`src/rtl/csr_issue_ctrl.sv`:
```
// ---------------------------------------------------------------------------
// csr_issue_ctrl
//
// Writeback-side initiator for the CSR register file. Takes one system
// instruction at a time from the WB stage, drives the CSR access port for
// exactly one EXEC cycle, returns the pre-write CSR value for register
// write-back and, for exceptions / ERTN / CSR writes, raises a one-cycle
// pipeline flush with a redirect PC followed by FLUSH_CYCLES cycles of
// blocked intake.
//
// Optional feature macro: CSR_ISSUE_INT_EN
//   defined   : has_int is sampled at accept into int_pend and an interrupt
//               outranks every other classification (ecode 0x00).
//   undefined : int_pend is tied to 0 and has_int is ignored.
//
// Handshake: an instruction transfers on a rising clk edge where
// ws_valid && ws_ready. ws_valid/ws_op/... may change freely while ws_ready
// is low; nothing is captured until a transfer happens.
//
// Ports
//   clk, reset                 clock, asynchronous active-high reset
//   ws_valid / ws_ready        WB offer / accept
//   ws_op, ws_pc, ws_csr_num   instruction, PC, CSR index
//   ws_rd_value, ws_rj_value   write data, write mask (CSRXCHG)
//   ws_ex, ws_ecode, ws_esubcode  upstream exception and its codes
//   csr_re, csr_num, csr_rvalue   CSR read port
//   csr_we, csr_wmask, csr_wvalue CSR write port
//   wb_ex, wb_pc, wb_ecode, wb_esubcode  exception commit
//   ertn_flush                 return-from-exception commit
//   has_int, ex_entry, era     CSR status inputs
//   rd_valid, rd_value         old CSR value for the register file
//   flush_valid, flush_pc      pipeline flush and redirect target
//   dbg_state                  current FSM state (0 IDLE, 1 EXEC, 2 FLUSH)
// ---------------------------------------------------------------------------
module csr_issue_ctrl #(
    parameter int FLUSH_CYCLES = 2
) (
    input  logic        clk,
    input  logic        reset,
    input  logic        ws_valid,
    output logic        ws_ready,
    input  logic [2:0]  ws_op,
    input  logic [31:0] ws_pc,
    input  logic [13:0] ws_csr_num,
    input  logic [31:0] ws_rd_value,
    input  logic [31:0] ws_rj_value,
    input  logic        ws_ex,
    input  logic [5:0]  ws_ecode,
    input  logic [8:0]  ws_esubcode,
    output logic        csr_re,
    output logic [13:0] csr_num,
    input  logic [31:0] csr_rvalue,
    output logic        csr_we,
    output logic [31:0] csr_wmask,
    output logic [31:0] csr_wvalue,
    output logic        wb_ex,
    output logic [31:0] wb_pc,
    output logic [5:0]  wb_ecode,
    output logic [8:0]  wb_esubcode,
    output logic        ertn_flush,
    input  logic        has_int,
    input  logic [31:0] ex_entry,
    input  logic [31:0] era,
    output logic        rd_valid,
    output logic [31:0] rd_value,
    output logic        flush_valid,
    output logic [31:0] flush_pc,
    output logic [1:0]  dbg_state
);

    localparam logic [2:0] OP_CSRRD   = 3'd1;
    localparam logic [2:0] OP_CSRWR   = 3'd2;
    localparam logic [2:0] OP_CSRXCHG = 3'd3;
    localparam logic [2:0] OP_ERTN    = 3'd4;
    localparam logic [2:0] OP_SYSCALL = 3'd5;
    localparam logic [2:0] OP_BREAK   = 3'd6;

    typedef enum logic [1:0] {
        S_IDLE  = 2'd0,
        S_EXEC  = 2'd1,
        S_FLUSH = 2'd2
    } state_t;

    state_t      state;
    logic [3:0]  flush_cnt;
    logic        rd_pend;

    // Request register
    logic [2:0]  req_op;
    logic [31:0] req_pc;
    logic [13:0] req_num;
    logic [31:0] req_rd;
    logic [31:0] req_rj;
    logic        req_ex;
    logic [5:0]  req_ecode;
    logic [8:0]  req_esub;
    logic        int_pend;

    // EXEC decode
    logic        is_ex;
    logic        is_ertn;
    logic        is_rd;
    logic        is_wr;
    logic [5:0]  ex_code;
    logic [8:0]  ex_subcode;
    logic        exec_flush;
    logic        accept;

    always_comb begin
        is_ex      = 1'b0;
        is_ertn    = 1'b0;
        is_rd      = 1'b0;
        is_wr      = 1'b0;
        ex_code    = 6'h00;
        ex_subcode = 9'h000;
        if (state == S_EXEC) begin
            if (int_pend) begin
                is_ex = 1'b1;
            end else if (req_ex) begin
                is_ex      = 1'b1;
                ex_code    = req_ecode;
                ex_subcode = req_esub;
            end else begin
                case (req_op)
                    OP_SYSCALL: begin
                        is_ex   = 1'b1;
                        ex_code = 6'h0B;
                    end
                    OP_BREAK: begin
                        is_ex   = 1'b1;
                        ex_code = 6'h0C;
                    end
                    OP_ERTN:    is_ertn = 1'b1;
                    OP_CSRRD:   is_rd   = 1'b1;
                    OP_CSRWR, OP_CSRXCHG: begin
                        is_rd = 1'b1;
                        is_wr = 1'b1;
                    end
                    default: ;
                endcase
            end
        end
    end

    // Every strobe is decoded only inside EXEC, so the exclusivity of
    // csr_we / wb_ex / ertn_flush follows from the priority chain above.
    assign csr_re      = is_rd;
    assign csr_num     = is_rd ? req_num : 14'h0000;
    assign csr_we      = is_wr;
    assign csr_wmask   = is_wr ? ((req_op == OP_CSRWR) ? 32'hFFFF_FFFF : req_rj) : 32'h0;
    assign csr_wvalue  = is_wr ? req_rd : 32'h0;
    assign wb_ex       = is_ex;
    assign wb_pc       = is_ex ? req_pc : 32'h0;
    assign wb_ecode    = ex_code;
    assign wb_esubcode = ex_subcode;
    assign ertn_flush  = is_ertn;

    assign exec_flush = is_ex | is_ertn | is_wr;
    assign ws_ready   = (state == S_IDLE) | ((state == S_EXEC) & ~exec_flush);
    assign accept     = ws_valid & ws_ready;
    assign dbg_state  = state;

`ifdef CSR_ISSUE_INT_EN
    always_ff @(posedge clk or posedge reset) begin
        if (reset) begin
            int_pend <= 1'b0;
        end else if (accept) begin
            int_pend <= has_int;
        end
    end
`else
    logic unused_has_int;
    assign unused_has_int = has_int;
    assign int_pend       = 1'b0;
`endif

    always_ff @(posedge clk or posedge reset) begin
        if (reset) begin
            state       <= S_IDLE;
            flush_cnt   <= 4'd0;
            rd_pend     <= 1'b0;
            rd_valid    <= 1'b0;
            rd_value    <= 32'h0;
            flush_valid <= 1'b0;
            flush_pc    <= 32'h0;
            req_op      <= 3'd0;
            req_pc      <= 32'h0;
            req_num     <= 14'h0;
            req_rd      <= 32'h0;
            req_rj      <= 32'h0;
            req_ex      <= 1'b0;
            req_ecode   <= 6'h0;
            req_esub    <= 9'h0;
        end else begin
            // A flushing CSR write captures its old value with the flush but
            // reports it one cycle later so rd_valid never coincides with
            // flush_valid.
            rd_valid    <= rd_pend;
            rd_pend     <= 1'b0;
            flush_valid <= 1'b0;

            case (state)
                S_EXEC: begin
                    if (is_rd) begin
                        rd_value <= csr_rvalue;
                    end
                    if (exec_flush) begin
                        rd_valid    <= 1'b0;
                        rd_pend     <= is_rd;
                        flush_valid <= 1'b1;
                        if (is_ex) begin
                            flush_pc <= ex_entry;
                        end else if (is_ertn) begin
                            flush_pc <= era;
                        end else begin
                            flush_pc <= req_pc + 32'd4;
                        end
                        flush_cnt <= 4'(FLUSH_CYCLES);
                        state     <= S_FLUSH;
                    end else begin
                        rd_valid <= is_rd;
                        state    <= S_IDLE;
                    end
                end
                S_FLUSH: begin
                    if (flush_cnt == 4'd1) begin
                        flush_cnt <= 4'd0;
                        state     <= S_IDLE;
                    end else begin
                        flush_cnt <= flush_cnt - 4'd1;
                    end
                end
                default: ;
            endcase

            // ws_ready is low in FLUSH and in a flushing EXEC, so an accept
            // never collides with the flush branch above.
            if (accept) begin
                req_op    <= ws_op;
                req_pc    <= ws_pc;
                req_num   <= ws_csr_num;
                req_rd    <= ws_rd_value;
                req_rj    <= ws_rj_value;
                req_ex    <= ws_ex;
                req_ecode <= ws_ecode;
                req_esub  <= ws_esubcode;
                state     <= S_EXEC;
            end
        end
    end

endmodule

```
`config.mk`:
```
export PLATFORM = sky130hd
export DESIGN_NAME = csr_issue_ctrl
export DESIGN_NICKNAME = d
export VERILOG_FILES = /design/src/rtl/csr_issue_ctrl.sv
export SDC_FILE = /design/constraint.sdc
export NUM_CORES = 1
export LEC_CHECK = 0
export ABC_CLOCK_PERIOD_IN_PS = 16610
export BUFFER_PORTS_ARGS = -buffer_cell sky130_fd_sc_hd__buf_4
export CAP_MARGIN = 5
export CORE_AREA = 2 2 164 166
export CTS_BUF_LIST = sky130_fd_sc_hd__clkbuf_4
export DETAILED_ROUTE_END_ITERATION = 10
export DIE_AREA = 0 0 166 168
export PLACE_DENSITY = 0.66
export SLEW_MARGIN = 20
export SYNTH_ARGS = -nofsm -noshare
export SYNTH_HDL_FRONTEND = slang
export SYNTH_SLANG_ARGS = --single-unit
```
`constraint.sdc`:
```
create_clock -name clk -period 16.61 [get_ports clk]
set_input_delay 1.661 -clock clk [delete_from_list [all_inputs] [get_ports clk]]
set_output_delay 1.661 -clock clk [all_outputs]
set_load 0.05 [all_outputs]
```
== Yosys cells after proc, flatten, opt, wreduce, memory -nomap -nowiden ==
Cells that the tools add are included.

* Logic and storage cells: 81
* Bits in registers: 202
* Output and inout bits: 198

* Mux-type cells: 37
* Reductions and logical operators: 10
* Equal/unequal tests: 11
* Bitwise logic cells: 6
* Add/sub/neg operators: 2

{| class="wikitable"
|+ Operators with widths
! cell !! number
|-
| $mux W32 || 6
|-
| $add A32 B3 Y32 const B || 1
|-
| $mux W1 || 18
|-
| $mux W9 || 2
|-
| $pmux W4 S2 || 2
|-
| $mux W14 || 1
|-
| $mux W6 || 2
|-
| $eq A3 B3 Y1 const B || 3
|-
| $mux W4 || 2
|-
| $reduce_and A2 Y1 || 4
|-
| $eq A3 B2 Y1 const B || 2
|-
| $mux W2 || 3
|-
| $eq A4 B1 Y1 const B || 1
|-
| $pmux W2 S2 || 1
|-
| $reduce_or A2 Y1 || 2
|-
| $sub A4 B1 Y4 const B || 1
|-
| $eq A3 B1 Y1 const B || 1
|-
| $ne A3 B3 Y1 const B || 1
|-
| $or A1 B1 Y1 || 3
|-
| $reduce_bool A3 Y1 || 1
|-
| $reduce_or A3 Y1 || 1
|-
| $and A1 B1 Y1 || 2
|-
| $eq A2 B1 Y1 const B || 1
|-
| $eq A2 B2 Y1 const B || 1
|-
| other kinds (4) || 4
|}

== Longest topological paths before layout ==
* Depth after elaboration: 13
* Gate-level depth with buffers: 10
* Gate-level depth less buffers: 7

== Worst setup path after synthesis ==
OpenSTA, ideal clock, no wires.

* Path kind: register -> output
* Start: reg state[1] (netlist: dbg_state[1])
* End: out csr_num[10]
* Required time: 14.949 ns
* Buffers on the path: 2
* Slack: 12.318 ns
* Cell stages (with the launch flop): 6
* Arrival: 2.631 ns
* Cells stage by stage: dfrtp_1 > nand2b_1 > nor4_1 > buf_2 > clkbuf_1 > and2_1

* Word-level cells in the longest chain between the ends: 3

{| class="wikitable"
|+ Ends and longest elaborated chain
! what !! RTL line !! RTL
|-
| start: declaration || 84 || <nowiki>state_t state;</nowiki>
|-
| start signal: assignment || 179 || <nowiki>state <= S_IDLE;</nowiki>
|-
| start signal: assignment || 219 || <nowiki>state <= S_FLUSH;</nowiki>
|-
| start signal: assignment || 222 || <nowiki>state <= S_IDLE;</nowiki>
|-
| $eq A2 B1 Y1 || 116 || <nowiki>if (state == S_EXEC) begin</nowiki>
|-
| $mux W1 || 116 ||
|-
| net csr_re || 50 || <nowiki>output logic csr_re,</nowiki>
|-
| $mux W14 || 148 || <nowiki>assign csr_num = is_rd ? req_num : 14'h0000;</nowiki>
|-
| end: declaration || 51 || <nowiki>output logic [13:0] csr_num,</nowiki>
|}

The timed path passes the listed nets, and every way through them passes these cells.

== Worst setup path in the final report ==
* Start: reg req_ex
* End: out wb_pc[30]

* Word-level cells in the longest chain between the ends: 3

{| class="wikitable"
|+ Ends and longest elaborated chain
! what !! RTL line !! RTL
|-
| start: declaration || 94 || <nowiki>logic req_ex;</nowiki>
|-
| start signal: assignment || 244 || <nowiki>req_ex <= ws_ex;</nowiki>
|-
| $mux W1 || 119 || <nowiki>end else if (req_ex) begin</nowiki>
|-
| $mux W1 || 116 ||
|-
| $mux W32 || 153 || <nowiki>assign wb_pc = is_ex ? req_pc : 32'h0;</nowiki>
|-
| end: declaration || 57 || <nowiki>output logic [31:0] wb_pc,</nowiki>
|}

No other way between the ends.

==> impl_metrics.yaml <==
run_status:
  outcome: "finished, final reports clean"
drt:
  totalWireLength_um: 32600
  route.vias.total: 8321
  drt_pass_1_iters: 4
  drtAntennaViolNets: 0
  detail_route.wl_per_cell_um: 19.7
  drc_errors: 0
  via_per_inst: 5.03
  drtIter0Drc: 443
setup_path:
  critical_path.endpoint_type: "primary output"
  crit_path_start_kind: "flop"
  worst_ep_required_time_ps: 14950
  crit_path_max_incr_delay_ps: 850
  critPathKind: "flop to primary output"
  crit_fanout: 47
  cp_common_cell: "buf_4"
  critPathSlowestCell: "nand2b_1"
  critical_path_cell_sequence: "a21oi_4, nand2b_1, inv_1, buf_4, and2_1, buf_4"
  cp.arrival_ps: 3850
cells_and_area:
  final_cell_count_no_fill: 1655
  final_core_util: 0.543
  fillCellCount: 2336
  synthToLayoutAreaGrowth_pct: 39.7
  post_route_cells_drive_above_1_share: 0.542
  stdcell_area_um2: 14300
  final-seq-area_um2: 5050
  multi_input_comb_area_um2: 4730
  fin_nets: 1497
yosys:
  count_of_synthesis_stage_warnings_from_yosys: 0
  synth_cell_types: 57
  syn-cell-area_um2: 10200
  postSynth.asyncResetShare: 1.00
  number_of_enable_flip_flop_cells_after_synthesis: 0
  yosys_register_bits: 202
  syn-mean-instance-area_um2: 12.4
  syn_nets: 1061
  synthCells: 829
  seq_area_frac_synth: 0.493
  synth_ff_type: "dfrtp_1"
global_route:
  grt_start_max_net_pins: 126
  globalRouteTotalUtil: 0.230
  grt_overflow: 0
  global_route_wire_length_before_repair_um: 50500
  grt_pass1_vias: 8729
  antenna_violations_before_repair: 3
timing:
  max-slew-margin-rel: 0.314
  worst_slack_ps: 11100
  fmax_ghz: 0.181
  grt_setup_unrepaired: "no"
  period_share: 0.332
  finalCriticalPeriod_ps: 5510
  timing_max_transition_violations_final: 0
  finalHoldViolations: 0
  fin_hold_ws_ps: 476
  timing_worst_slew_pin_value_ps: 1030
  setup-violations-final: 0
  finalSetupTns_ps: 0
  worst_clock_skew_ps: 29.6
power_and_ir_drop:
  clock_power_share: 0.164
  finalPower_mw: 2.85
  p_sw_mw: 1.25
  power.share.sequential: 0.329
  pleak_nw: 7.10
  vdd_drop_max_mv: 0.101
  combPwrFrac: 0.507
  p_int_mw: 1.60
  cellPowerDensity_nw_per_um2: 199
  power_switching_share: 0.440
cts:
  worstSkewPairLatency_ps: 670
  post_cts_setup_driven_buffer_insertion_count: 0
  clk_slew_on_worst_s_h_paths_ps: 60
  post_cts.resized_instances: 0
  cts-buffers-inserted: 58
  cts.htree.levels: 2
  tritoncts: "done"
  cts_hold_repair.buffers: 0
  root_buffer: "clkbuf_4"
  cts_sinks: 202
  cts_max_path_buffers: 3
place:
  placement.setup.worst_slack_ps: 11510
  numPlacedInstances: 1545
  gpl.final_weighted_congestion: 0.813
  detailed_place_hpwl_um: 22800
  placed_cell_area_um2: 13500
  portBuffers: 425
floorplan:
  design.die.area_um2: 27900
  design.portCount: 427
  row_count: 60
  die_height_um: 168
  die_width_um: 166
  core_area_um2: 26400
  initial_utilization: 0.389
job:
  max-cap-violations: 0
hold_path:
  timing.hold.worst.class: "flop to flop"
area by class of cell:
cell class	count	share of cell area
Sequential cell	202	0.353
Antenna cell	3	0.000524
Clock inverter	20	0.00717
Inverter	11	0.00341
Clock buffer	86	0.0451
Tap cell	341	0.0298
Timing Repair Buffer	438	0.231
Multi-Input combinational cell	554	0.330
placed cells by master (no fill, tap or decap), types with 4 or more instances in the layout:
| cell | n |
|---|---|
| a22oi_1 | 5 |
| and3_1 | 44 |
| mux2_4 | 99 |
| o21a_1 | 34 |
| o221ai_1 | 14 |
| o21ai_0 | 19 |
| mux2_2 | 65 |
| a21oi_1 | 30 |
| nand4_1 | 6 |
| or3_1 | 9 |
| buf_4 | 436 |
| xnor2_1 | 12 |
| a211o_1 | 4 |
| clkinv_1 | 16 |
| clkbuf_4 | 86 |
| nand2_1 | 24 |
| and2_1 | 42 |
| nor3_1 | 9 |
| a21o_1 | 4 |
| mux2i_1 | 4 |
| and4_1 | 5 |
| a211oi_1 | 4 |
| nand3_1 | 19 |
| xor2_1 | 8 |
| dfrtp_1 | 202 |
| o211ai_1 | 4 |
| inv_1 | 9 |
| nor2_1 | 41 |
logic make-up after synthesis:
group,after synthesis,share of synthesized area
and+or+nand+nor,225,0.123
DFF,202,0.493
muxes,168,0.220
AOI/OAI and AO/OA,138,0.0941
buffers and inverters,73,0.0487
xor gates and xnor gates,20,0.0171
adders and majority gates,3,0.00366
metal layers:
metal  track usage  vias up  share of wire
met5             0        -              0
li1              -     3883              -
met1         0.273     4080           0.39
met4        0.0658        0          0.022
met3        0.0729       47          0.081
met2         0.400      311           0.50
synth_stat cells (all sizes together) (2+ instances only):
cell type / count / share of area
dfrtp: 202 / 0.49
mux2: 164 / 0.22
and3: 44 / 0.027
and2: 43 / 0.026
nor2: 43 / 0.016
buf: 34 / 0.034
o21a: 34 / 0.025
a21oi: 31 / 0.015
clkbuf: 28 / 0.010
nand2: 24 / 0.0088
nand3: 19 / 0.0093
o21ai: 19 / 0.0093
o221ai: 14 / 0.012
xnor2: 12 / 0.010
inv: 11 / 0.0040
nor3: 9 / 0.0044
or3: 9 / 0.0055
xor2: 8 / 0.0068
nand4: 6 / 0.0037
nor4: 6 / 0.0049
a22oi: 5 / 0.0037
and4: 5 / 0.0043
a211o: 4 / 0.0034
a211oi: 4 / 0.0029
a21o: 4 / 0.0029
mux2i: 4 / 0.0039
nor2b: 4 / 0.0027
nor3b: 4 / 0.0034
o211ai: 4 / 0.0029
o31ai: 4 / 0.0043
a21boi: 3 / 0.0033
a221o: 3 / 0.0029
a31oi: 3 / 0.0018
ha: 3 / 0.0037
nand2b: 3 / 0.0018
o22ai: 2 / 0.0012
or2: 2 / 0.0012
critical path: cells and delay by family, from the launching register on:
kind	cells	cell delay [ps]
buffers and inverters	3	590
flip-flops	1	700
AND/OR/NAND/NOR	2	1100
AO/OA/AOI/OAI	1	760
sequential cells by signal, summed over array words and instances, names as in the netlist:
signal / count
flush_pc: 32
rd_value: 32
req_pc: 32
req_rd: 32
req_rj: 32
req_num: 14
req_esub: 9
req_ecode: 6
flush_cnt: 4
req_op: 3
dbg_state: 2
flush_valid: 1
rd_pend: 1
rd_valid: 1
req_ex: 1
path summary, 6_finish.rpt:
kind / start / end / slack (ps) / depth (start not counted)
hold reg to reg: rd_pend / rd_valid / 480 / 1
hold / removal: rd_pend / rd_valid / 480 / 1
setup / recovery: req_ex / wb_pc[30] / 11100 / 6
min in group asynchronous: reset / rd_value[17] / 1100 / 2
max in group asynchronous: reset / rd_value[26] / 14120 / 3
setup reg to reg: req_ex / req_op[2] / 12460 / 7
power by group through the flow:
stage          clock network, mW  logic (mW)  registers [mW]
2_1_floorplan                  0       0.840            1.15
3_3_place_gp                   0        1.43           0.929
6_report                   0.467        1.45           0.939
4_1_cts                    0.488        1.46           0.935
3_5_place_dp                   0        1.46           0.939
5_1_grt                    0.514        1.53           0.978
Note: power is estimated with default switching activity, not from simulation.
